===== src/rtl/cpu_control_package.sv =====
// Shared opcode, instruction-format and control-word definitions for the decode stage.
package cpu_control_package;

    localparam int unsigned INSTR_W = 32;

    typedef enum logic [6:0] {
        OPC_LOAD   = 7'b0000011,
        OPC_STORE  = 7'b0100011,
        OPC_OP_IMM = 7'b0010011,
        OPC_OP     = 7'b0110011,
        OPC_BRANCH = 7'b1100011,
        OPC_LUI    = 7'b0110111,
        OPC_AUIPC  = 7'b0010111,
        OPC_JAL    = 7'b1101111,
        OPC_JALR   = 7'b1100111
    } opcode_type_t;

    typedef enum logic [2:0] {
        R_TYPE = 3'd0,
        I_TYPE = 3'd1,
        S_TYPE = 3'd2,
        B_TYPE = 3'd3,
        U_TYPE = 3'd4,
        J_TYPE = 3'd5
    } instruction_type_t;

    localparam logic [2:0] F3_LB   = 3'b000;
    localparam logic [2:0] F3_LH   = 3'b001;
    localparam logic [2:0] F3_LW   = 3'b010;
    localparam logic [2:0] F3_LBU  = 3'b100;
    localparam logic [2:0] F3_LHU  = 3'b101;
    localparam logic [2:0] F3_SB   = 3'b000;
    localparam logic [2:0] F3_SH   = 3'b001;
    localparam logic [2:0] F3_SW   = 3'b010;
    localparam logic [2:0] F3_BEQ  = 3'b000;
    localparam logic [2:0] F3_BNE  = 3'b001;
    localparam logic [2:0] F3_BLT  = 3'b100;
    localparam logic [2:0] F3_BGE  = 3'b101;
    localparam logic [2:0] F3_BLTU = 3'b110;
    localparam logic [2:0] F3_BGEU = 3'b111;
    localparam logic [2:0] F3_JALR = 3'b000;

    localparam logic [6:0] F7_BASE   = 7'b0000000;
    localparam logic [6:0] F7_ALT    = 7'b0100000;
    localparam logic [6:0] F7_MULDIV = 7'b0000001;

    localparam logic [1:0] RES_ALU = 2'd0;
    localparam logic [1:0] RES_MEM = 2'd1;
    localparam logic [1:0] RES_PC4 = 2'd2;
    localparam logic [1:0] RES_IMM = 2'd3;

    typedef struct packed {
        logic              reg_write;
        logic              alu_select;
        logic              dmem_write;
        logic              dmem_read;
        logic              branch;
        logic              jump;
        logic              muldiv;
        logic              illegal;
        logic [1:0]        result_select;
        logic [1:0]        mem_size;
        logic              mem_unsigned;
        instruction_type_t instruction_type;
    } ctrl_t;

endpackage


===== src/rtl/control_decode_logic.sv =====
// Combinational instruction decoder: control word plus sign-extended immediate.
// Define CPU_DECODE_MEXT_EN to accept the multiply/divide (funct7 0000001) OP group.
module control_decode_logic
    import cpu_control_package::*;
#(
    parameter int unsigned XLEN = 32
) (
    input  logic [INSTR_W-1:0] instr,
    output ctrl_t              ctrl_c,
    output logic [XLEN-1:0]    imm_c
);

    opcode_type_t       opcode;
    logic [2:0]         funct3;
    logic [6:0]         funct7;
    logic               legal;
    ctrl_t              dec;
    logic signed [31:0] imm32;

    assign opcode = opcode_type_t'(instr[6:0]);
    assign funct3 = instr[14:12];
    assign funct7 = instr[31:25];

    always_comb begin
        dec                  = '0;
        dec.instruction_type = R_TYPE;
        legal                = 1'b0;
        case (opcode)
            OPC_LOAD: begin
                if (funct3 == F3_LB || funct3 == F3_LH || funct3 == F3_LW ||
                    funct3 == F3_LBU || funct3 == F3_LHU) begin
                    legal                = 1'b1;
                    dec.reg_write        = 1'b1;
                    dec.alu_select       = 1'b1;
                    dec.dmem_read        = 1'b1;
                    dec.result_select    = RES_MEM;
                    dec.mem_size         = funct3[1:0];
                    dec.mem_unsigned     = funct3[2];
                    dec.instruction_type = I_TYPE;
                end
            end
            OPC_STORE: begin
                if (funct3 == F3_SB || funct3 == F3_SH || funct3 == F3_SW) begin
                    legal                = 1'b1;
                    dec.alu_select       = 1'b1;
                    dec.dmem_write       = 1'b1;
                    dec.mem_size         = funct3[1:0];
                    dec.instruction_type = S_TYPE;
                end
            end
            OPC_OP_IMM: begin
                legal                = 1'b1;
                dec.reg_write        = 1'b1;
                dec.alu_select       = 1'b1;
                dec.result_select    = RES_ALU;
                dec.instruction_type = I_TYPE;
            end
            OPC_OP: begin
                if (funct7 == F7_BASE || funct7 == F7_ALT) begin
                    legal                = 1'b1;
                    dec.reg_write        = 1'b1;
                    dec.result_select    = RES_ALU;
                    dec.instruction_type = R_TYPE;
                end
`ifdef CPU_DECODE_MEXT_EN
                else if (funct7 == F7_MULDIV) begin
                    legal                = 1'b1;
                    dec.reg_write        = 1'b1;
                    dec.muldiv           = 1'b1;
                    dec.result_select    = RES_ALU;
                    dec.instruction_type = R_TYPE;
                end
`endif
            end
            OPC_BRANCH: begin
                if (funct3 == F3_BEQ || funct3 == F3_BNE || funct3 == F3_BLT ||
                    funct3 == F3_BGE || funct3 == F3_BLTU || funct3 == F3_BGEU) begin
                    legal                = 1'b1;
                    dec.branch           = 1'b1;
                    dec.instruction_type = B_TYPE;
                end
            end
            OPC_LUI: begin
                legal                = 1'b1;
                dec.reg_write        = 1'b1;
                dec.result_select    = RES_IMM;
                dec.instruction_type = U_TYPE;
            end
            OPC_AUIPC: begin
                legal                = 1'b1;
                dec.reg_write        = 1'b1;
                dec.alu_select       = 1'b1;
                dec.result_select    = RES_ALU;
                dec.instruction_type = U_TYPE;
            end
            OPC_JAL: begin
                legal                = 1'b1;
                dec.jump             = 1'b1;
                dec.reg_write        = 1'b1;
                dec.result_select    = RES_PC4;
                dec.instruction_type = J_TYPE;
            end
            OPC_JALR: begin
                if (funct3 == F3_JALR) begin
                    legal                = 1'b1;
                    dec.jump             = 1'b1;
                    dec.reg_write        = 1'b1;
                    dec.alu_select       = 1'b1;
                    dec.result_select    = RES_PC4;
                    dec.instruction_type = I_TYPE;
                end
            end
            default: ;
        endcase
        // Anything unrecognised collapses to a clean illegal word
        if (!legal) begin
            dec                  = '0;
            dec.instruction_type = R_TYPE;
            dec.illegal          = 1'b1;
        end
    end

    // Immediate is assembled at 32 bits and sign-extended to XLEN afterwards
    always_comb begin
        case (dec.instruction_type)
            I_TYPE:  imm32 = {{20{instr[31]}}, instr[31:20]};
            S_TYPE:  imm32 = {{20{instr[31]}}, instr[31:25], instr[11:7]};
            B_TYPE:  imm32 = {{19{instr[31]}}, instr[31], instr[7], instr[30:25], instr[11:8], 1'b0};
            U_TYPE:  imm32 = {instr[31:12], 12'b0};
            J_TYPE:  imm32 = {{11{instr[31]}}, instr[31], instr[19:12], instr[20], instr[30:21], 1'b0};
            default: imm32 = '0;
        endcase
    end

    assign ctrl_c = dec;
    assign imm_c  = XLEN'(imm32);

endmodule


===== src/rtl/control_decode_stage.sv =====
// Registered decode stage with a two-entry skid buffer between fetch and execute.
// Define CPU_DECODE_MEXT_EN to enable multiply/divide decode in control_decode_logic.
module control_decode_stage
    import cpu_control_package::*;
#(
    parameter int unsigned XLEN = 32
) (
    input  logic                   clk,
    input  logic                   rst,
    input  logic                   in_valid,
    output logic                   in_ready,
    input  logic [INSTR_W-1:0]     instr,
    input  logic [XLEN-1:0]        pc,
    output logic                   out_valid,
    input  logic                   out_ready,
    input  logic                   flush,
    output logic                   reg_write,
    output logic                   alu_select,
    output logic                   dmem_write,
    output logic                   dmem_read,
    output logic                   branch,
    output logic                   jump,
    output logic                   muldiv,
    output logic                   illegal,
    output logic [1:0]             result_select,
    output logic [1:0]             mem_size,
    output logic                   mem_unsigned,
    output instruction_type_t      instruction_type,
    output logic [2:0]             funct3,
    output logic [4:0]             rd,
    output logic [4:0]             rs1,
    output logic [4:0]             rs2,
    output logic [XLEN-1:0]        imm,
    output logic [XLEN-1:0]        pc_out
);

    ctrl_t           dec_ctrl_c;
    logic [XLEN-1:0] dec_imm_c;
    logic            in_fire_c;

    logic            main_valid;
    ctrl_t           main_ctrl;
    logic [2:0]      main_funct3;
    logic [4:0]      main_rd;
    logic [4:0]      main_rs1;
    logic [4:0]      main_rs2;
    logic [XLEN-1:0] main_imm;
    logic [XLEN-1:0] main_pc;

    logic            skid_valid;
    ctrl_t           skid_ctrl;
    logic [2:0]      skid_funct3;
    logic [4:0]      skid_rd;
    logic [4:0]      skid_rs1;
    logic [4:0]      skid_rs2;
    logic [XLEN-1:0] skid_imm;
    logic [XLEN-1:0] skid_pc;

    control_decode_logic #(
        .XLEN   (XLEN)
    ) u_decode (
        .instr  (instr),
        .ctrl_c (dec_ctrl_c),
        .imm_c  (dec_imm_c)
    );

    assign in_fire_c = in_valid && in_ready;

    // Main feeds execute; skid catches the one instruction accepted during a stall
    always_ff @(posedge clk) begin
        if (rst) begin
            main_valid  <= 1'b0;
            main_ctrl   <= '0;
            main_funct3 <= '0;
            main_rd     <= '0;
            main_rs1    <= '0;
            main_rs2    <= '0;
            main_imm    <= '0;
            main_pc     <= '0;
            skid_valid  <= 1'b0;
            skid_ctrl   <= '0;
            skid_funct3 <= '0;
            skid_rd     <= '0;
            skid_rs1    <= '0;
            skid_rs2    <= '0;
            skid_imm    <= '0;
            skid_pc     <= '0;
            in_ready    <= 1'b1;
        end else if (flush) begin
            main_valid <= 1'b0;
            skid_valid <= 1'b0;
            in_ready   <= 1'b1;
        end else if (!main_valid || out_ready) begin
            if (skid_valid) begin
                main_valid  <= 1'b1;
                main_ctrl   <= skid_ctrl;
                main_funct3 <= skid_funct3;
                main_rd     <= skid_rd;
                main_rs1    <= skid_rs1;
                main_rs2    <= skid_rs2;
                main_imm    <= skid_imm;
                main_pc     <= skid_pc;
                skid_valid  <= 1'b0;
                in_ready    <= 1'b1;
            end else if (in_fire_c) begin
                main_valid  <= 1'b1;
                main_ctrl   <= dec_ctrl_c;
                main_funct3 <= instr[14:12];
                main_rd     <= instr[11:7];
                main_rs1    <= instr[19:15];
                main_rs2    <= instr[24:20];
                main_imm    <= dec_imm_c;
                main_pc     <= pc;
            end else begin
                main_valid <= 1'b0;
            end
        end else if (in_fire_c) begin
            skid_valid  <= 1'b1;
            skid_ctrl   <= dec_ctrl_c;
            skid_funct3 <= instr[14:12];
            skid_rd     <= instr[11:7];
            skid_rs1    <= instr[19:15];
            skid_rs2    <= instr[24:20];
            skid_imm    <= dec_imm_c;
            skid_pc     <= pc;
            in_ready    <= 1'b0;
        end
    end

    assign out_valid        = main_valid;
    assign reg_write        = main_ctrl.reg_write;
    assign alu_select       = main_ctrl.alu_select;
    assign dmem_write       = main_ctrl.dmem_write;
    assign dmem_read        = main_ctrl.dmem_read;
    assign branch           = main_ctrl.branch;
    assign jump             = main_ctrl.jump;
    assign muldiv           = main_ctrl.muldiv;
    assign illegal          = main_ctrl.illegal;
    assign result_select    = main_ctrl.result_select;
    assign mem_size         = main_ctrl.mem_size;
    assign mem_unsigned     = main_ctrl.mem_unsigned;
    assign instruction_type = main_ctrl.instruction_type;
    assign funct3           = main_funct3;
    assign rd               = main_rd;
    assign rs1              = main_rs1;
    assign rs2              = main_rs2;
    assign imm              = main_imm;
    assign pc_out           = main_pc;

endmodule


===== config.mk =====
export PLATFORM = sky130hd
export DESIGN_NAME = control_decode_stage
export DESIGN_NICKNAME = d
export VERILOG_FILES = /design/src/rtl/cpu_control_package.sv /design/src/rtl/control_decode_logic.sv /design/src/rtl/control_decode_stage.sv
export SDC_FILE = /design/constraint.sdc
export NUM_CORES = 1
export LEC_CHECK = 0
export ABC_AREA = 1
export CORE_AREA = 2 2 152 154
export CTS_CLUSTER_DIAMETER = 60
export DETAILED_ROUTE_END_ITERATION = 12
export DIE_AREA = 0 0 154 156
export DONT_BUFFER_PORTS = 1
export PLACE_DENSITY = 0.48
export SLEW_MARGIN = 5
export SYNTH_ARGS = -nofsm -noshare
export SYNTH_HDL_FRONTEND = slang
export SYNTH_SLANG_ARGS = --single-unit

===== constraint.sdc =====
create_clock -name clk -period 4.3 [get_ports clk]
set_input_delay 0.86 -clock clk [delete_from_list [all_inputs] [get_ports clk]]
set_output_delay 0.86 -clock clk [all_outputs]
set_load 0.05 [all_outputs]

==> results.toml <==
[power_and_ir_drop]
max-vdd-ir-drop_v = 0.000188
p_switching_uw = 1090
p_clk_share_pct = 41.8
seqPwrFrac_pct = 53.4
powerDensity_nw_per_um2 = 426
switching_share_pct = 28.2
p_leak_uw = 0.00390
p_comb_share_pct = 4.9
p_int_uw = 2780

[synth]
synth_flop_cell = "dfxtp_1"
synth_seq_area_share_pct = 47.1
avgSynthCellArea_um2 = 7.26
yosys_warnings = 0
synthTopCellsByCount = "nand2_1 (220), dfxtp_1 (197), nor2_1 (172)"
syn-instance-count = 1154
ys_types = 35
synth_most_common_cell = "nand2_1"
synthesis.nets = 1223
async_reset_ff_share_pct = 0
synth_area_leaders = "dfxtp_1 (47%), nand2_1 (9.9%), o21ai_0 (8.0%)"
synth_edf_count = 0
synth_seq_cells = 197
synth_top_area_share_pct = 47.1
synth_top_area_cell = "dfxtp_1"
synth_area_um2 = 8380

[layout]
antennaDiodeCount = 0
multiInputGateArea_um2 = 3850
regArea_um2 = 3950
fill_cells = 2338
final_layout_size_suffix_gt1_share_pct = 8.94
syn2layout_area_growth_pct = 8.30
final_nets = 1164

[sta]
drv_slew = 0
grt_setup_unrepaired = "no"
timing.final.crit_share_pct = 61.1
finalSetupViolCount = 0
fmax_ghz = 0.381
fin_skew_ns = 0.00959
hold_viol = 0
period_minus_slack_ns = 2.63
fin_setup_tns_ns = 0
tightest_slew_ns = 1.02
maxSlewHeadroom_pct = 32.3
whs_ns = 0.477

[drt]
drt_iter0_drc = 455
routed_wl_um = 24500
vias_per_cell = 5.22
wl_per_cell_um = 17.6
ant_nets = 0
vias = 7278
firstDrtPassIters = 5
drt_drc_violations_left = 0

[global_routing]
first_global_vias = 6511
grt_pass1_wl_um = 37700
grt_use_total_pct = 20.0
antenna_found_initial = 0
grt_max_degree = 132
gr-total-overflow = 0

[clock_network]
holdBufCountCts = 0
numCtsBuffers = 17
clk_pin_slew_ns = 0.07
clockBufferDepth = 2
post_cts_buffers = 0
htree_levels = 4
cts_sinks = 197
cts_root_buffer = "clkbuf_16"
cts_tree = "done"
cts_resized = 0
clk_latency_ns = 0.43

[worst_setup_path]
arrival_ns = 2.99
worstPathRequired_ns = 4.66
cp-end-kind = "flop"
regToRegSetupSlack_ns = 1.67
timing.rr.start = "in_ready"
criticalPathCategory = "flop to flop"
crit_path_max_fanout = 68
cp-start-kind = "flop"
reg2reg_depth = 6
r2r-end = "rd[4]"

[worst_hold_path]
whs_path_depth = 2
hold_end = "rd[1]"
hp-class = "flop to flop"
min_from = "skid_rd[1]"

[place]
dp_hpwl_um = 15300
buffer_ports.inserted = 0
place_congestion = 0.773

[floorplanning]
fp-row-count = 55
fp.dieW_um = 154
ios = 169
core_area_um2 = 22400
start_util_pct = 37.5
fp.dieH_um = 156
die-area_um2 = 24000

[job]
maxCapViolCount = 0

[outcome]
status = "completed"
[layout by cell type, fill, tap and decap left out, types with 3 or more instances in the layout]
master / n
clkinv_4: 4
a31oi_1: 51
clkinvlp_4: 3
buf_4: 8
nor2_2: 3
inv_1: 31
inv_2: 29
a21oi_1: 94
nand2_1: 220
o21ai_0: 134
nor2_1: 172
nand3_2: 4
nand2_2: 6
nor2_4: 4
dfxtp_1: 196
o211ai_1: 29
nand3_1: 68
nor3_1: 6
clkbuf_16: 17
[sequential cells by signal (all words and copies together), names as in the netlist, 3 cells and up]
signal / cells
rs1: 5
skid_ctrl: 15
pc_out: 32
skid_imm: 32
funct3: 3
skid_rs2: 5
skid_pc: 32
instruction_type: 3
skid_rd: 5
rd: 5
skid_rs1: 5
rs2: 5
skid_funct3: 3
imm: 32
[worst max-delay path, stage by stage, from the launching register on]
cell and delay [ns]:
dfxtp_1 0.68, a21oi_1 0.25, nor3_4 0.22, buf_4 0.44, buf_4 0.59, o21ai_0 0.18, a31oi_1 0.18
[routing by layer]
metal  wire length, um  part of all wire [%]  global-route usage (%)
met5                 0                     0                       0
met4               270                   1.1                    5.56
met3              1640                   6.7                    5.61
met2             11000                    45                    31.2
met1             11600                    47                    27.0
[worst max-delay path by stage]
stage / cells past startpoint / slack (ns) / startpoint / endpoint
2_1_floorplan: 13 / 2.09 / instr[13] / imm[22]
3_3_place_gp: 6 / 1.58 / in_valid / rs2[4]
3_5_place_dp: 9 / 1.61 / out_ready / skid_ctrl[7]
4_1_cts: 6 / 1.63 / in_ready / rd[4]
5_1_grt: 6 / 1.38 / in_ready / pc_out[20]
6_report: 6 / 1.67 / in_ready / rd[4]
[layout make-up]
class	count	share of cell area, %
Clock buffer	19	4.88
Clock inverter	13	1.59
Inverter	62	2.62
Multi-Input combinational cell	807	42.4
Sequential cell	197	43.5
Tap cell	285	3.93
Timing Repair Buffer	10	1.10
[kinds of logic (layout without fill, tap and decap cells)]
kind of cell / after synthesis / in the layout / synth area share, %
flops: 197 / 197 / 47.1
compound gates: 314 / 314 / 20.7
buf+inv: 150 / 104 / 7.14
other cells: 1 / 1 / 0.0448
simple gates: 492 / 492 / 25.0
[per-stage QoR]
step	utilization, %	setup slack, ns	cell area, um2	power [uW]	instances
floorplan	-	2.09	8380	2250	1154
global placement	37.9	1.58	8490	2300	1361
detailed placement	37.9	1.61	8490	2300	1361
CTS	40.6	1.63	9070	3910	1393
global route	40.6	1.38	9070	4010	1393
finish	40.6	1.67	9070	3870	1393
[power by group through the flow]
| stage | logic (uW) | clock network [uW] | registers (uW) |
|---|---|---|---|
| 2_1_floorplan | 158 | 0 | 2090 |
| 3_3_place_gp | 188 | 0 | 2110 |
| 3_5_place_dp | 189 | 0 | 2110 |
| 4_1_cts | 190 | 1650 | 2070 |
| 5_1_grt | 216 | 1720 | 2070 |
| 6_report | 188 | 1620 | 2060 |
Note: power is estimated with default switching activity, not from simulation.
